### config.mk
export PLATFORM = sky130hd
export DESIGN_NAME = fadd_align
export DESIGN_NICKNAME = d
export VERILOG_FILES = /design/src/rtl/fp16_pkg.sv /design/src/rtl/fp16_sticky_shr.sv /design/src/rtl/fadd_align.sv
export SDC_FILE = /design/constraint.sdc
export NUM_CORES = 1
export LEC_CHECK = 0
export CAP_MARGIN = 20
export CELL_PAD_IN_SITES_DETAIL_PLACEMENT = 1
export CELL_PAD_IN_SITES_GLOBAL_PLACEMENT = 2
export CORE_MARGIN = 3
export CORE_UTILIZATION = 33
export CTS_CLUSTER_DIAMETER = 150
export DETAILED_ROUTE_END_ITERATION = 10
export PLACE_DENSITY = 0.9
export SKIP_CTS_REPAIR_TIMING = 1
export SYNTH_ARGS = -nofsm -noshare
export SYNTH_HDL_FRONTEND = slang
export SYNTH_SLANG_ARGS = --single-unit
### constraint.sdc
create_clock -name clk -period 6.01 [get_ports clk]
set_clock_uncertainty 0.1 [all_clocks]
set_input_delay 0.601 -clock clk [delete_from_list [all_inputs] [get_ports clk]]
set_output_delay 0.601 -clock clk [all_outputs]
set_load 0.05 [all_outputs]
### src/rtl/fp16_pkg.sv
// Shared binary16 definitions for the half-precision adder datapath.
package fp16_pkg;

    localparam int EXP_W   = 5;
    localparam int FRAC_W  = 10;
    localparam int CAL_W   = 15;
    localparam int SIG_W   = 14;   // {hidden, frac[9:0], guard, round, sticky}
    localparam int SHAMT_W = 5;

    localparam logic [EXP_W-1:0]  EXP_MAX   = 5'h1F;
    localparam logic [FRAC_W-1:0] QNAN_FRAC = 10'h200;

    typedef enum logic [1:0] {
        RM_RNE = 2'b00,
        RM_RDN = 2'b01,
        RM_RUP = 2'b10,
        RM_RTZ = 2'b11
    } rm_e;

    typedef struct packed {
        logic              sign;
        logic [EXP_W-1:0]  exp;
        logic [FRAC_W-1:0] frac;
    } fp16_t;

    // Everything stage 2 needs to align and combine the two significands.
    typedef struct packed {
        logic [SIG_W-1:0]   big_sig;
        logic [SIG_W-1:0]   small_sig;
        logic [SHAMT_W-1:0] shamt;
        logic [EXP_W-1:0]   temp_exp;
        logic               sign;
        logic               eff_sub;
        logic               is_nan;
        logic               is_inf;
        logic [1:0]         rm;
    } align_s1_t;

    // Denormals and zeros sit at effective exponent 1.
    function automatic logic [EXP_W-1:0] eff_exp(input logic [EXP_W-1:0] e);
        return (e == '0) ? 5'd1 : e;
    endfunction

    // Significand with hidden bit and three empty guard/round/sticky slots.
    function automatic logic [SIG_W-1:0] sig14(input fp16_t x);
        return {(x.exp != '0), x.frac, 3'b000};
    endfunction

endpackage

### src/rtl/fp16_sticky_shr.sv
// Combinational right shifter for the 14-bit significand; every bit shifted
// out past bit 0 is ORed back into bit 0 as the sticky bit.
module fp16_sticky_shr
    import fp16_pkg::*;
(
    input  logic [SIG_W-1:0]   data_i,
    input  logic [SHAMT_W-1:0] shamt_i,
    output logic [SIG_W-1:0]   data_o
);

    logic [2*SIG_W-1:0] wide;

    // Shift through a double-width window so dropped bits collect in the low half.
    always_comb begin
        // NOTE: data_o gets a default before the override, so no latch is inferred.
        wide   = {data_i, {SIG_W{1'b0}}} >> shamt_i;
        data_o = wide[2*SIG_W-1:SIG_W] | {{(SIG_W-1){1'b0}}, |wide[SIG_W-1:0]};
        if (shamt_i >= SHAMT_W'(SIG_W)) begin
            data_o = {{(SIG_W-1){1'b0}}, |data_i};
        end
    end

endmodule

### src/rtl/fadd_align.sv
// Front end of the binary16 adder: unpack, classify, swap (S1) then align and
// add/subtract (S2), with a two-deep valid/ready pipeline.
module fadd_align
    import fp16_pkg::*;
(
    input  logic              clk,
    input  logic              rst,
    input  logic              in_valid,
    output logic              in_ready,
    input  logic [15:0]       a,
    input  logic [15:0]       b,
    input  logic              sub,
    input  logic [1:0]        rm_in,
    output logic              out_valid,
    input  logic              out_ready,
    output logic [CAL_W-1:0]  cal_frac,
    output logic [EXP_W-1:0]  temp_exp,
    output logic              sign,
    output logic              is_nan,
    output logic              is_inf,
    output logic [FRAC_W-1:0] inf_nan_frac,
    output logic [1:0]        rm
);

    // ---------------------------------------------------------------- handshake
    logic s1_valid_q;
    logic out_valid_q;
    logic s2_adv;
    logic s1_adv;
    logic accept;

    assign s2_adv   = !out_valid_q || out_ready;
    assign s1_adv   = !s1_valid_q || s2_adv;
    assign in_ready = s1_adv;
    assign accept   = in_valid && in_ready;

    // ------------------------------------------------------------------ stage 1
    fp16_t     op_a;
    fp16_t     op_b;
    fp16_t     big_op;
    fp16_t     lit_op;
    logic      a_nan, b_nan, a_inf, b_inf;
    logic      a_is_big;
    align_s1_t s1_d;
    align_s1_t s1_q;

    // Unpack, classify specials and order the operands by magnitude.
    always_comb begin
        s1_d     = '0;
        op_a     = a;
        op_b     = {b[15] ^ sub, b[14:0]};

        a_nan    = (op_a.exp == EXP_MAX) && (op_a.frac != '0);
        b_nan    = (op_b.exp == EXP_MAX) && (op_b.frac != '0);
        a_inf    = (op_a.exp == EXP_MAX) && (op_a.frac == '0);
        b_inf    = (op_b.exp == EXP_MAX) && (op_b.frac == '0);

        // Ties keep A as the big operand.
        a_is_big = {op_a.exp, op_a.frac} >= {op_b.exp, op_b.frac};
        big_op   = a_is_big ? op_a : op_b;
        lit_op   = a_is_big ? op_b : op_a;

        s1_d.big_sig   = sig14(big_op);
        s1_d.small_sig = sig14(lit_op);
        s1_d.shamt     = eff_exp(big_op.exp) - eff_exp(lit_op.exp);
        s1_d.temp_exp  = big_op.exp;
        s1_d.eff_sub   = op_a.sign ^ op_b.sign;
        s1_d.is_nan    = a_nan || b_nan || (a_inf && b_inf && s1_d.eff_sub);
        s1_d.is_inf    = !s1_d.is_nan && (a_inf || b_inf);
        if (s1_d.is_inf) begin
            s1_d.sign = a_inf ? op_a.sign : op_b.sign;
        end else begin
            s1_d.sign = big_op.sign;
        end
        s1_d.rm        = rm_in;
    end

    // Stage 1 register: capture the prepared operands on accept.
    always_ff @(posedge clk) begin
        // NOTE: nonblocking assignments so every register samples pre-edge values.
        if (rst) begin
            s1_valid_q <= 1'b0;
            // NOTE: payload registers are reset as well, so outputs read 0 (not X) after reset.
            s1_q       <= '0;
        end else begin
            if (s1_adv) begin
                s1_valid_q <= in_valid;
            end
            if (accept) begin
                s1_q <= s1_d;
            end
        end
    end

    // ------------------------------------------------------------------ stage 2
    logic [SIG_W-1:0]  small_aligned;
    logic [CAL_W-1:0]  cal_frac_d, cal_frac_q;
    logic [EXP_W-1:0]  temp_exp_d, temp_exp_q;
    logic              sign_d, sign_q;
    logic              is_nan_d, is_nan_q;
    logic              is_inf_d, is_inf_q;
    logic [FRAC_W-1:0] inf_nan_frac_d, inf_nan_frac_q;
    logic [1:0]        rm_d, rm_q;

    fp16_sticky_shr u_shr (
        .data_i  (s1_q.small_sig),
        .shamt_i (s1_q.shamt),
        .data_o  (small_aligned)
    );

    // Combine significands; an exact-zero difference takes its sign from the rounding mode.
    always_comb begin
        if (s1_q.eff_sub) begin
            cal_frac_d = {1'b0, s1_q.big_sig} - {1'b0, small_aligned};
        end else begin
            cal_frac_d = {1'b0, s1_q.big_sig} + {1'b0, small_aligned};
        end
        temp_exp_d     = s1_q.temp_exp;
        is_nan_d       = s1_q.is_nan;
        is_inf_d       = s1_q.is_inf;
        inf_nan_frac_d = s1_q.is_nan ? QNAN_FRAC : '0;
        rm_d           = s1_q.rm;
        sign_d         = s1_q.sign;
        if (s1_q.eff_sub && !s1_q.is_nan && !s1_q.is_inf && (cal_frac_d == '0)) begin
            sign_d = (s1_q.rm == RM_RDN);
        end
    end

    // Stage 2 register: output bundle, held while downstream stalls.
    always_ff @(posedge clk) begin
        if (rst) begin
            out_valid_q    <= 1'b0;
            cal_frac_q     <= '0;
            temp_exp_q     <= '0;
            sign_q         <= 1'b0;
            is_nan_q       <= 1'b0;
            is_inf_q       <= 1'b0;
            inf_nan_frac_q <= '0;
            rm_q           <= '0;
        end else if (s2_adv) begin
            out_valid_q <= s1_valid_q;
            if (s1_valid_q) begin
                cal_frac_q     <= cal_frac_d;
                temp_exp_q     <= temp_exp_d;
                sign_q         <= sign_d;
                is_nan_q       <= is_nan_d;
                is_inf_q       <= is_inf_d;
                inf_nan_frac_q <= inf_nan_frac_d;
                rm_q           <= rm_d;
            end
        end
    end

    assign out_valid    = out_valid_q;
    assign cal_frac     = cal_frac_q;
    assign temp_exp     = temp_exp_q;
    assign sign         = sign_q;
    assign is_nan       = is_nan_q;
    assign is_inf       = is_inf_q;
    assign inf_nan_frac = inf_nan_frac_q;
    assign rm           = rm_q;

endmodule

; ---- After elaboration in Yosys (flattened, before gate mapping)
; Cells that the tools add are included.
[word_totals]
input_bits = 39
output_inout_bits = 37
wordCells = 73
reg_bits = 75
[op_classes]
n_addsub = 3
order_cmp = 2
n_reduce_logical = 33
n_eq_ne = 3
shift = 1
mux = 10
bitwise = 3
[ops]
columns = op, count
row1 = $mux W15, 2
row2 = $shr A28 B5 Y28, 1
row3 = $logic_not A10 Y1, 2
row4 = $reduce_bool A10 Y1, 2
row5 = $mux W16, 1
row6 = $add A14 B14 Y15, 1
row7 = $ge A15 B15 Y1, 1
row8 = $logic_not A15 Y1, 1
row9 = $sub A14 B14 Y15, 1
row10 = $mux W14, 1
row11 = $or A14 B1 Y14, 1
row12 = $reduce_or A14 Y1, 1
row13 = $logic_and A1 B1 Y1, 11
row14 = $reduce_or A11 Y1, 1
row15 = $eq A5 B5 Y1 const B, 2
row16 = $logic_not A5 Y1, 2
row17 = $mux W10, 1
row18 = $mux W5, 2
row19 = $reduce_bool A5 Y1, 2
row20 = $ge A5 B4 Y1 const B, 1
row21 = $logic_not A1 Y1, 5
row22 = $logic_or A1 B1 Y1, 5
row23 = $sub A5 B5 Y5, 1
row24 = $mux W1, 3
row25 = other kinds (3), 4

; ---- Depth between registers and ports, before layout
; Gate-level depths: netlist (run 1).
[depth]
depth_word = 9
mapped_depth = 21

; ---- By module
; A second synthesis (run 1) with hierarchy kept.
[unflattened]
hier_cells = 706
hier_area_um2 = 5552.8
[by_module_without_submodules]
columns = module, cells_each, area_per_inst_um2, instances, seq_area_each_um2
row1 = fadd_align, 596, 4677.0, 1, 1301.2
row2 = fp16_sticky_shr, 110, 875.8, 1, 0.0

; ---- Worst setup path after synthesis (run 1)
; OpenSTA, ideal clock, no wires.
[synth_path]
kind = flip-flop to flip-flop
start = register s1_q[13] (netlist name)
end = register sign_q, in the netlist sign
n_path_buf = 4
arrival_time_ps = 4055
stages_incl_launch_ff = 18
synth_period_minus_slack_ps = 4225
setup_slack_ps = 1785
t_required_ps = 5840
cell_sequence = dfxtp_1 > buf_2 > clkbuf_1 > clkbuf_1 > a311oi_1 > a211o_1 > ha_1 > clkbuf_1 > nor2_1 > o21ai_0 > nand3_1 > a2111oi_0 > o21ai_0 > and3_1 > or2_2 > a2111oi_2 > nand4_1 > a21oi_1
[synth_between]
elab_chain_cells = 9
elab_cells_between_ends = 11
[synth_rtl]
columns = element, line_no
row1 = start: declaration, fadd_align.sv:45  ; align_s1_t s1_q;
row2 = start signal: assignment, fadd_align.sv:84  ; s1_q <= '0;
row3 = start signal: assignment, fadd_align.sv:90  ; s1_q <= s1_d;
row4 = $shr A28 B5 Y28, fp16_sticky_shr.sv:16  ; wide = {data_i, {SIG_W{1'b0}}} >> shamt_i;
row5 = $reduce_or A14 Y1, fp16_sticky_shr.sv:17  ; data_o = wide[2*SIG_W-1:SIG_W] | {{(SIG_W-1){1'b0}}, |wide[SIG_W-1:0]};
row6 = $or A14 B1 Y14, fp16_sticky_shr.sv:17
row7 = $mux W14 *, fp16_sticky_shr.sv:18  ; if (shamt_i >= SHAMT_W'(SIG_W)) begin
row8 = $add A14 B14 Y15 or $sub A14 B14 Y15 (tied branches), "fadd_align.sv:116, fadd_align.sv:114"
row9 = $mux W15 *, fadd_align.sv:113  ; if (s1_q.eff_sub) begin
row10 = $logic_not A15 Y1 *, fadd_align.sv:124  ; if (s1_q.eff_sub && !s1_q.is_nan && !s1_q.is_inf && (cal_frac_d == '0)) begin
row11 = $logic_and A1 B1 Y1 *, fadd_align.sv:124
row12 = $mux W1 *, fadd_align.sv:124
row13 = end signal: assignment, fadd_align.sv:145  ; sign_q <= sign_d;
row14 = end: declaration, fadd_align.sv:99  ; logic sign_d, sign_q;
; Mark *: on every way between the ends. The rest lies on a longest branch, timed or not.
; A chain may end at the register's enable or synchronous reset.

; ---- Final worst setup path (run 1)
[layout_path]
start = register s1_q[12] (netlist name)
end = register sign_q, in the netlist sign
; Same word-level chain as after synthesis.

==> results of run 1 <==
==> how the worst min path moves through the flow <==
| stage | from | to | slack (ns) | cells after the start |
|---|---|---|---|---|
| floorplan | temp_exp_d[0] | temp_exp[0] | 0.33 | 2 |
| global placement | is_inf | is_inf | 0.34 | 2 |
| detailed placement | cal_frac[2] | cal_frac[2] | 0.35 | 2 |
| CTS | cal_frac[2] | cal_frac[2] | 0.36 | 2 |
| global route | temp_exp_d[4] | temp_exp[4] | 0.38 | 2 |
| finish | cal_frac[2] | cal_frac[2] | 0.35 | 2 |
==> power by group <==
group,switching [W],internal [W],leakage [nW],total (W)
Clock,0.000200,0.000316,0.142,0.000516
Combinational,0.000524,0.000334,2.05,0.000858
Sequential,0.0000579,0.000467,0.536,0.000525
Total,0.000783,0.00112,2.73,0.00190
==> flip-flops by register name (all words and copies together) (netlist names) <==
| signal | count |
|---|---|
| is_nan_d | 1 |
| s1_q | 29 |
| out_valid | 1 |
| is_inf_d | 1 |
| s1_valid_q | 1 |
| temp_exp | 5 |
| temp_exp_d | 5 |
| rm | 2 |
| inf_nan_frac | 1 |
| rm_d | 2 |
| cal_frac | 15 |
| sign | 1 |
| is_inf | 1 |
==> logic make-up after synthesis <==
group,share of synthesized area [%]
muxes,7.05
DFF,22.5
xor gates and xnor gates,2.12
and+or+nand+nor,23.5
other,0.0648
buffers and inverters,8.41
AOI/OAI and AO/OA,26.2
adders and majority gates,10.2
==> routing by layer <==
metal | track usage [%] | vias to the layer above
met1 | 26.3 | 2780
li1 | - | 2824
met4 | 4.37 | 0
met5 | 0 | -
met2 | 31.2 | 90
met3 | 2.21 | 13
==> stage by stage <==
| step | total power [W] | setup slack, ns | hold WS [ns] |
|---|---|---|---|
| after CTS | 0.00191 | 0.799 | 0.358 |
| after detailed placement | 0.00138 | 0.803 | 0.350 |
| after global placement | 0.00138 | 0.817 | 0.342 |
| after floorplan | 0.00116 | 1.79 | 0.332 |
| final | 0.00190 | 0.811 | 0.351 |
| after global routing | 0.00203 | 0.430 | 0.382 |
==> synth_stat cells, drive strengths merged (4+ instances only) <==
| master | n | area (um2) |
|---|---|---|
| nor2 | 83 | 314 |
| nand2 | 70 | 263 |
| dfxtp | 65 | 1300 |
| a21oi | 51 | 259 |
| o21ai | 48 | 240 |
| clkbuf | 44 | 176 |
| ha | 44 | 551 |
| inv | 42 | 158 |
| nand3 | 39 | 195 |
| a311oi | 28 | 245 |
| buf | 20 | 153 |
| nor3 | 17 | 85.1 |
| mux2i | 16 | 160 |
| a211oi | 15 | 113 |
| nand2b | 12 | 75.1 |
| xnor2 | 12 | 105 |
| mux2 | 11 | 124 |
| a21o | 10 | 75.1 |
| nand4 | 10 | 62.6 |
| nor2b | 9 | 56.3 |
| nor4 | 9 | 56.3 |
| o31ai | 9 | 72.6 |
| o21a | 6 | 45.0 |
| a221oi | 5 | 50.0 |
| and3 | 5 | 31.3 |
| mux4 | 5 | 124 |
| nand3b | 5 | 37.5 |
| or2 | 5 | 31.3 |
| a31oi | 4 | 25.0 |
| and2 | 4 | 25.0 |
==> worst max-delay path: cells and delay by family (launching register included) <==
family          cells  cell delay [ns]
fa+ha+maj           1             0.31
flops               1             0.99
compound gates      9             2.10
mux                 1             0.46
simple gates        5             1.11
==> cell type report <==
cell class	count	area [um2]	area share (%)
Clock inverter	4	32.5	0.478
Tap cell	220	275	4.04
Inverter	42	158	2.31
Clock buffer	12	267	3.91
Multi-Input combinational cell	599	4030	59.2
Timing Repair Buffer	75	743	10.9
Sequential cell	65	1300	19.1
==> cell usage in the layout, fill, tap and decap left out, types with 5 or more instances in the layout <==
cell             netlist  final
nor2b_1                9      8
buf_4                 11      8
clkdlybuf4s50_1        0     65
inv_1                 41     41
mux2_2                11     11
a311oi_1              28     28
and3_1                 5      5
conb_1                 1      9
dfxtp_1               65     65
nand2b_1              12     12
or2_2                  5      5
nand3_1               39     39
nor3_1                17     17
a211oi_1              15     15
nor4_1                 9      9
o31ai_1                8      8
nor2_1                82     82
a21o_1                10     10
mux2i_1               16     16
xnor2_1               12     12
nand4_1               10     10
o21a_1                 6      6
clkbuf_16              0      9
o21ai_0               46     46
nand3b_1               5      5
a21oi_1               50     50
ha_1                  44     44
nand2_1               70     70
==> metrics.md, run 1 <==
| Metric | Value |
|---|---|
| Run status | `complete, no violations` |
| DR top layer | `met4` |
| Mean Syn Cell Area | `7.60 um2` |
| Io pins | `76` |
| DP Wirelength | `~14 mm` |
| Hold Crit Class | `flip-flop to flip-flop` |
| R2r endpoint | `sign` |
| RSZ-0062 raised after global routing | `false` |
| Synth Flop Type | `dfxtp_1` |
| Reg2reg path depth | `16` |
| Initial DRC Count | `roughly 350` |
| Die X | `138 um` |
| Crit-path max cell delay | `0.99 ns` |
| Routability cong. | `0.921` |
| Crit path arrival time | `around 5.3 ns` |
| Worst-Margin Slew | `1.02 ns` |
| Root Buffer | `clkbuf_16` |
| Antenna-violating nets left | `0` |
| H-tree depth | `3` |
| Max-cap viol count | `0` |
| Final wirelength | `around 18 mm` |
| P per Cell Area | `roughly 280 mW/mm2` |
| Worst Path Required | `6.12 ns` |
| ANT cells | `0` |
| Drt pass-1 iters | `4` |
| CP startpoint kind | `flip-flop` |
| Crit-path cells | `mux2_2, a221oi_2, a32oi_1, o311ai_2, and2_1, ha_1, and4_1, a221oi_1, o211a_1, o221ai_1, nand2_1, and3_1, nor4_1, o2111ai_1, o41ai_2, a21oi_1` |
| Area grow syn2layout | `17.7%` |
| Yosys cell types | `78` |
| Vias in the first global route | `5,733` |
| Crit. End Element | `flip-flop` |
| Die Height | `about 140 um` |
| CP max-delay cell | `dfxtp_1` |
| Number of flops mapped to enable cells by yosys | `0` |
| Share of cells above drive strength 1 | `7.53%` |
| Leak pwr | `2.73 nW` |
| Critical path type | `flip-flop to flip-flop` |
| Final min period | `5.20 ns` |
| Setup Total Neg Slack | `0 ns` |
| Wire per inst | `17.8 um` |
| Drt drc | `0` |
| Reg2reg start | `s1_q[12]` |
| Largest net degree at the start of global routing | `67` |
| Non-filler cells, final | `1,017` |
| GRT Overall Usage | `about a fifth` |
| Fraction of registers with async set/reset | `0%` |
| Cell count after synthesis | `762` |
| Initial antenna violation count | `0` |
| # fillers | `between 2,000 and 2,500` |
| VDD IR max | `0.000161 V` |
| Longest Clk Path Bufs | `2` |
| Mapped cell area | `0.00579 mm2` |
| Final nets | `877` |
| Via Count | `5,707` |
| Clk_lat worst skew | `between 0.3 and 0.4 ns` |
| Core Util, Final | `about two fifths` |
| Core Region | `0.0169 mm2` |
| Routed length on met2 | `8.65 mm` |
| Syn. warnings | `0` |
| Clock Pin Slew Worst Setup and Hold Paths | `approximately 0.06 ns` |
| Post-Place Cells | `1,000` |
| Wire length on met3 | `674 um` |
| Worst setup path endpoint | `sign` |
| Sequential area share after synthesis | `22.5%` |
| Final setup viols | `0` |
| Met1 WL | `8.64 mm` |
| Sink Count | `65` |
| Finished Cell Area | `0.00681 mm2` |
| Worst-path fanout max | `28` |
| Die Area | `0.0192 mm2` |
| TritonCTS buffer count | `9` |
| First-pass GRT wire length | `around 30 mm` |
| Rel. slew slack | `32.1%` |
| Fin. max-slew vios | `0` |
| Fin crit share | `86.5%` |
| Launch point of the worst path | `s1_q[12]` |
| R2r setup slk | `0.81 ns` |
| Starting density of the core | `between 30% and 40%` |
| Cell Area, Placed | `0.00648 mm2` |
| Final hold viol count | `0` |
| PortBufs | `66` |
| Max frequency | `roughly 190 MHz` |
| Synth Register Bits | `65` |
| CTS tree | `yes` |
| Via density | `5.61` |
| Remaining Overflow, GRT | `0` |
| Row count | `47` |
Note: power is estimated with default switching activity, not from simulation.
==> run 2, diff against run 1 <==
ABC_AREA = 0   (was unset)
==> results of run 2 <==
The final DEF is identical to that of run 1; final timing and power are the same.
==> run 3, diff against run 2 <==
CORE_UTILIZATION = 30   (was 33)
PLACE_DENSITY = 0.87   (was 0.9)
clock period = 4.3 ns   (was 6.01 ns; I/O delays follow)
==> run 3 against run 2 <==
  * Sequential power up 35%
  * Clock power up 45%
  * Cell count up 14%
  * Critical endpoint unchanged
  * Highest routed layer unchanged
==> metrics.md, run 3 (synthesized netlist as in run 1, its figures left out) <==
| Metric | Value |
|---|---|
| Top reg by flops | `s1_q (unchanged)` |
| Starting density of the core | `30.7% (was 34.3%)` |
| Reg2reg path depth | `17 (was 16)` |
| Die Height | `145 um (was 138 um)` |
| Final wirelength | `20.5 mm (was 18.2 mm)` |
| H-tree depth | `3 (unchanged)` |
| Root Buffer | `clkbuf_16 (unchanged)` |
| R2r endpoint | `sign (unchanged)` |
| Worst path depth | `17 (was 16)` |
| TritonCTS buffer count | `9 (unchanged)` |
| Clk_lat worst skew | `0.34 ns (was 0.33 ns)` |
| Final min period | `4.20 ns (was 5.20 ns)` |
| CP startpoint kind | `flip-flop (unchanged)` |
| Largest net degree at the start of global routing | `42 (was 67)` |
| Drt drc | `0 (unchanged)` |
| Clock Pin Slew Worst Setup and Hold Paths | `0.06 ns (about the same)` |
| Crit. End Element | `flip-flop (unchanged)` |
| Most frequent cells in the layout | `105 x buf_4, 80 x nor2_1, 69 x nand2_1, 65 x clkdlybuf4s50_1, 63 x dfxtp_1 (was 82 x nor2_1, 70 x nand2_1, 65 x dfxtp_1, 65 x clkdlybuf4s50_1, 50 x a21oi_1)` |
| Wire length on met3 | `567 um (was 674 um)` |
| Crit-path max cell delay | `0.39 ns (was 0.99 ns)` |
| Vias in the first global route | `6,324 (was 5,733)` |
| DR top layer | `met4 (unchanged)` |
| Most common cell after layout, fill and taps aside | `buf_4 (was nor2_1)` |
| Routability cong. | `0.907 (was 0.921)` |
| Final setup viols | `0 (unchanged)` |
| First-pass GRT wire length | `32.7 mm (was 30.3 mm)` |
| Hold depth | `2 (unchanged)` |
| DP Wirelength | `15.5 mm (was 13.8 mm)` |
| Max FFs per register | `29 (unchanged)` |
| Io pins | `76 (unchanged)` |
| Hold WS | `0.353 ns (was 0.351 ns)` |
| Routed length on met2 | `10.3 mm (was 8.65 mm)` |
| Initial antenna violation count | `0 (unchanged)` |
| Die X | `145 um (was 138 um)` |
| Worst-Margin Slew | `1.03 ns (was 1.02 ns)` |
| Remaining Overflow, GRT | `0 (unchanged)` |
| Area grow syn2layout | `36.9% (was 17.7%)` |
| Finished Cell Area | `0.00793 mm2 (was 0.00681 mm2)` |
| CP max-delay cell | `dfxtp_4 (was dfxtp_1)` |
| WP buf/inv | `1 (was 0)` |
| GRT Overall Usage | `18.7% (was 18.8%)` |
| Delay-heaviest family, CP | `compound AO/OA/AOI/OAI gates (unchanged)` |
| Core Region | `0.0188 mm2 (was 0.0169 mm2)` |
| Final Power | `0.00312 W (was 0.00190 W)` |
| VDD IR max | `0.000209 V (was 0.000161 V)` |
| Longest Clk Path Bufs | `2 (unchanged)` |
| Crit-path cells | `buf_4, mux2_2, mux2i_2, a32oi_1, o311ai_2, and2_4, ha_4, and4_1, a221oi_4, o211a_1, o221ai_2, nand2_1, and3_4, nor4_2, o2111ai_2, o41ai_4, a21oi_2 (was mux2_2, a221oi_2, a32oi_1, o311ai_2, and2_1, ha_1, and4_1, a221oi_1, o211a_1, o221ai_1, nand2_1, and3_1, nor4_1, o2111ai_1, o41ai_2, a21oi_1)` |
| Sink Count | `65 (unchanged)` |
| Initial DRC Count | `308 (was 345)` |
| Max frequency | `238 MHz (was 192 MHz)` |
| Worst-path fanout max | `8 (was 28)` |
| R2r setup slk | `0.1 ns (was 0.81 ns)` |
| Min-Delay Startpoint | `temp_exp_d[0] (was cal_frac[2])` |
| Antenna-violating nets left | `0 (unchanged)` |
| Via Count | `6,278 (was 5,707)` |
| Drt pass-1 iters | `4 (unchanged)` |
| Final hold viol count | `0 (unchanged)` |
| ANT cells | `0 (unchanged)` |
| Rel. slew slack | `31.0% (was 32.1%)` |
| CTS tree | `yes (unchanged)` |
| Max-cap viol count | `0 (unchanged)` |
| Crit path arrival time | `4.32 ns (was 5.31 ns)` |
| Reg2reg start | `s1_q[12] (unchanged)` |
| Met1 WL | `9.32 mm (was 8.64 mm)` |
| Run status | `complete, no violations (unchanged)` |
| Worst Hold End | `temp_exp[0] (was cal_frac[2])` |
| Via density | `5.43 (was 5.61)` |
| Share of cells above drive strength 1 | `22.9% (was 7.53%)` |
| Leak pwr | `3.26 nW (was 2.73 nW)` |
| Final nets | `977 (was 877)` |
| Die Area | `0.0210 mm2 (was 0.0192 mm2)` |
| Cell Area, Placed | `0.00720 mm2 (was 0.00648 mm2)` |
| Wire per inst | `17.7 um (was 17.8 um)` |
| Fin crit share | `97.7% (was 86.5%)` |
| Setup Total Neg Slack | `0 ns (unchanged)` |
| P per Cell Area | `394 mW/mm2 (was 279 mW/mm2)` |
| Fin. max-slew vios | `0 (unchanged)` |
| Worst Path Required | `4.42 ns (was 6.12 ns)` |
| Row count | `50 (was 47)` |
| PortBufs | `66 (unchanged)` |
| Critical path type | `flip-flop to flip-flop (unchanged)` |
| Hold Crit Class | `flip-flop to flip-flop (unchanged)` |
run 3: layout make-up:
type	count	area, um2
repair buffers	175	1520
clock inverters	7	75.1
clock buffers	9	225
well taps	260	325
flip-flops and latches	65	1310
fillers	2301	10900
inverters	42	159
multi-input cells	599	4310
run 3: where the power goes:
| part | leakage, nW | internal, W | switching, W | total [W] |
|---|---|---|---|---|
| sequential | 0.537 | 0.000653 | 0.0000581 | 0.000711 |
| combinational | 2.57 | 0.000756 | 0.000910 | 0.00167 |
| clock | 0.151 | 0.000453 | 0.000292 | 0.000746 |
run 3: per-stage QoR:
stage	worst slack, ns	cells	util, %
detailed placement	-0.373	1127	38.2
finish	0.0989	1157	42.1
CTS	-0.438	1143	39.8
global route	-0.0874	1157	42.1
global placement	-0.203	1127	38.2
floorplan	0.0754	770	-
run 3: how the worst max path moves through the flow:
stage / to / slack, ns / start
2_1_floorplan: sign / 0.08 / s1_q[13]
3_5_place_dp: sign / -0.37 / s1_q[12]
4_1_cts: sign / -0.44 / s1_q[12]
3_3_place_gp: sign / -0.20 / s1_q[12]
6_report: sign / 0.1 / s1_q[12]
5_1_grt: sign / -0.09 / s1_q[11]
run 3: layer usage:
metal  track usage (%)  up-vias
met5                 0        -
met4              4.61        0
met3              2.25       25
met2              33.5      119
met1              23.9     3101
li1                  -     3033
run 3: worst register-to-register path: cells and delay by family (launching register included):
| family | cells | cell delay [ns] |
|---|---|---|
| and+or+nand+nor | 5 | 1.07 |
| DFF | 1 | 0.39 |
| buffers and inverters | 1 | 0.16 |
| adders and majority gates | 1 | 0.14 |
| AOI/OAI and AO/OA | 8 | 1.60 |
| muxes | 2 | 0.62 |
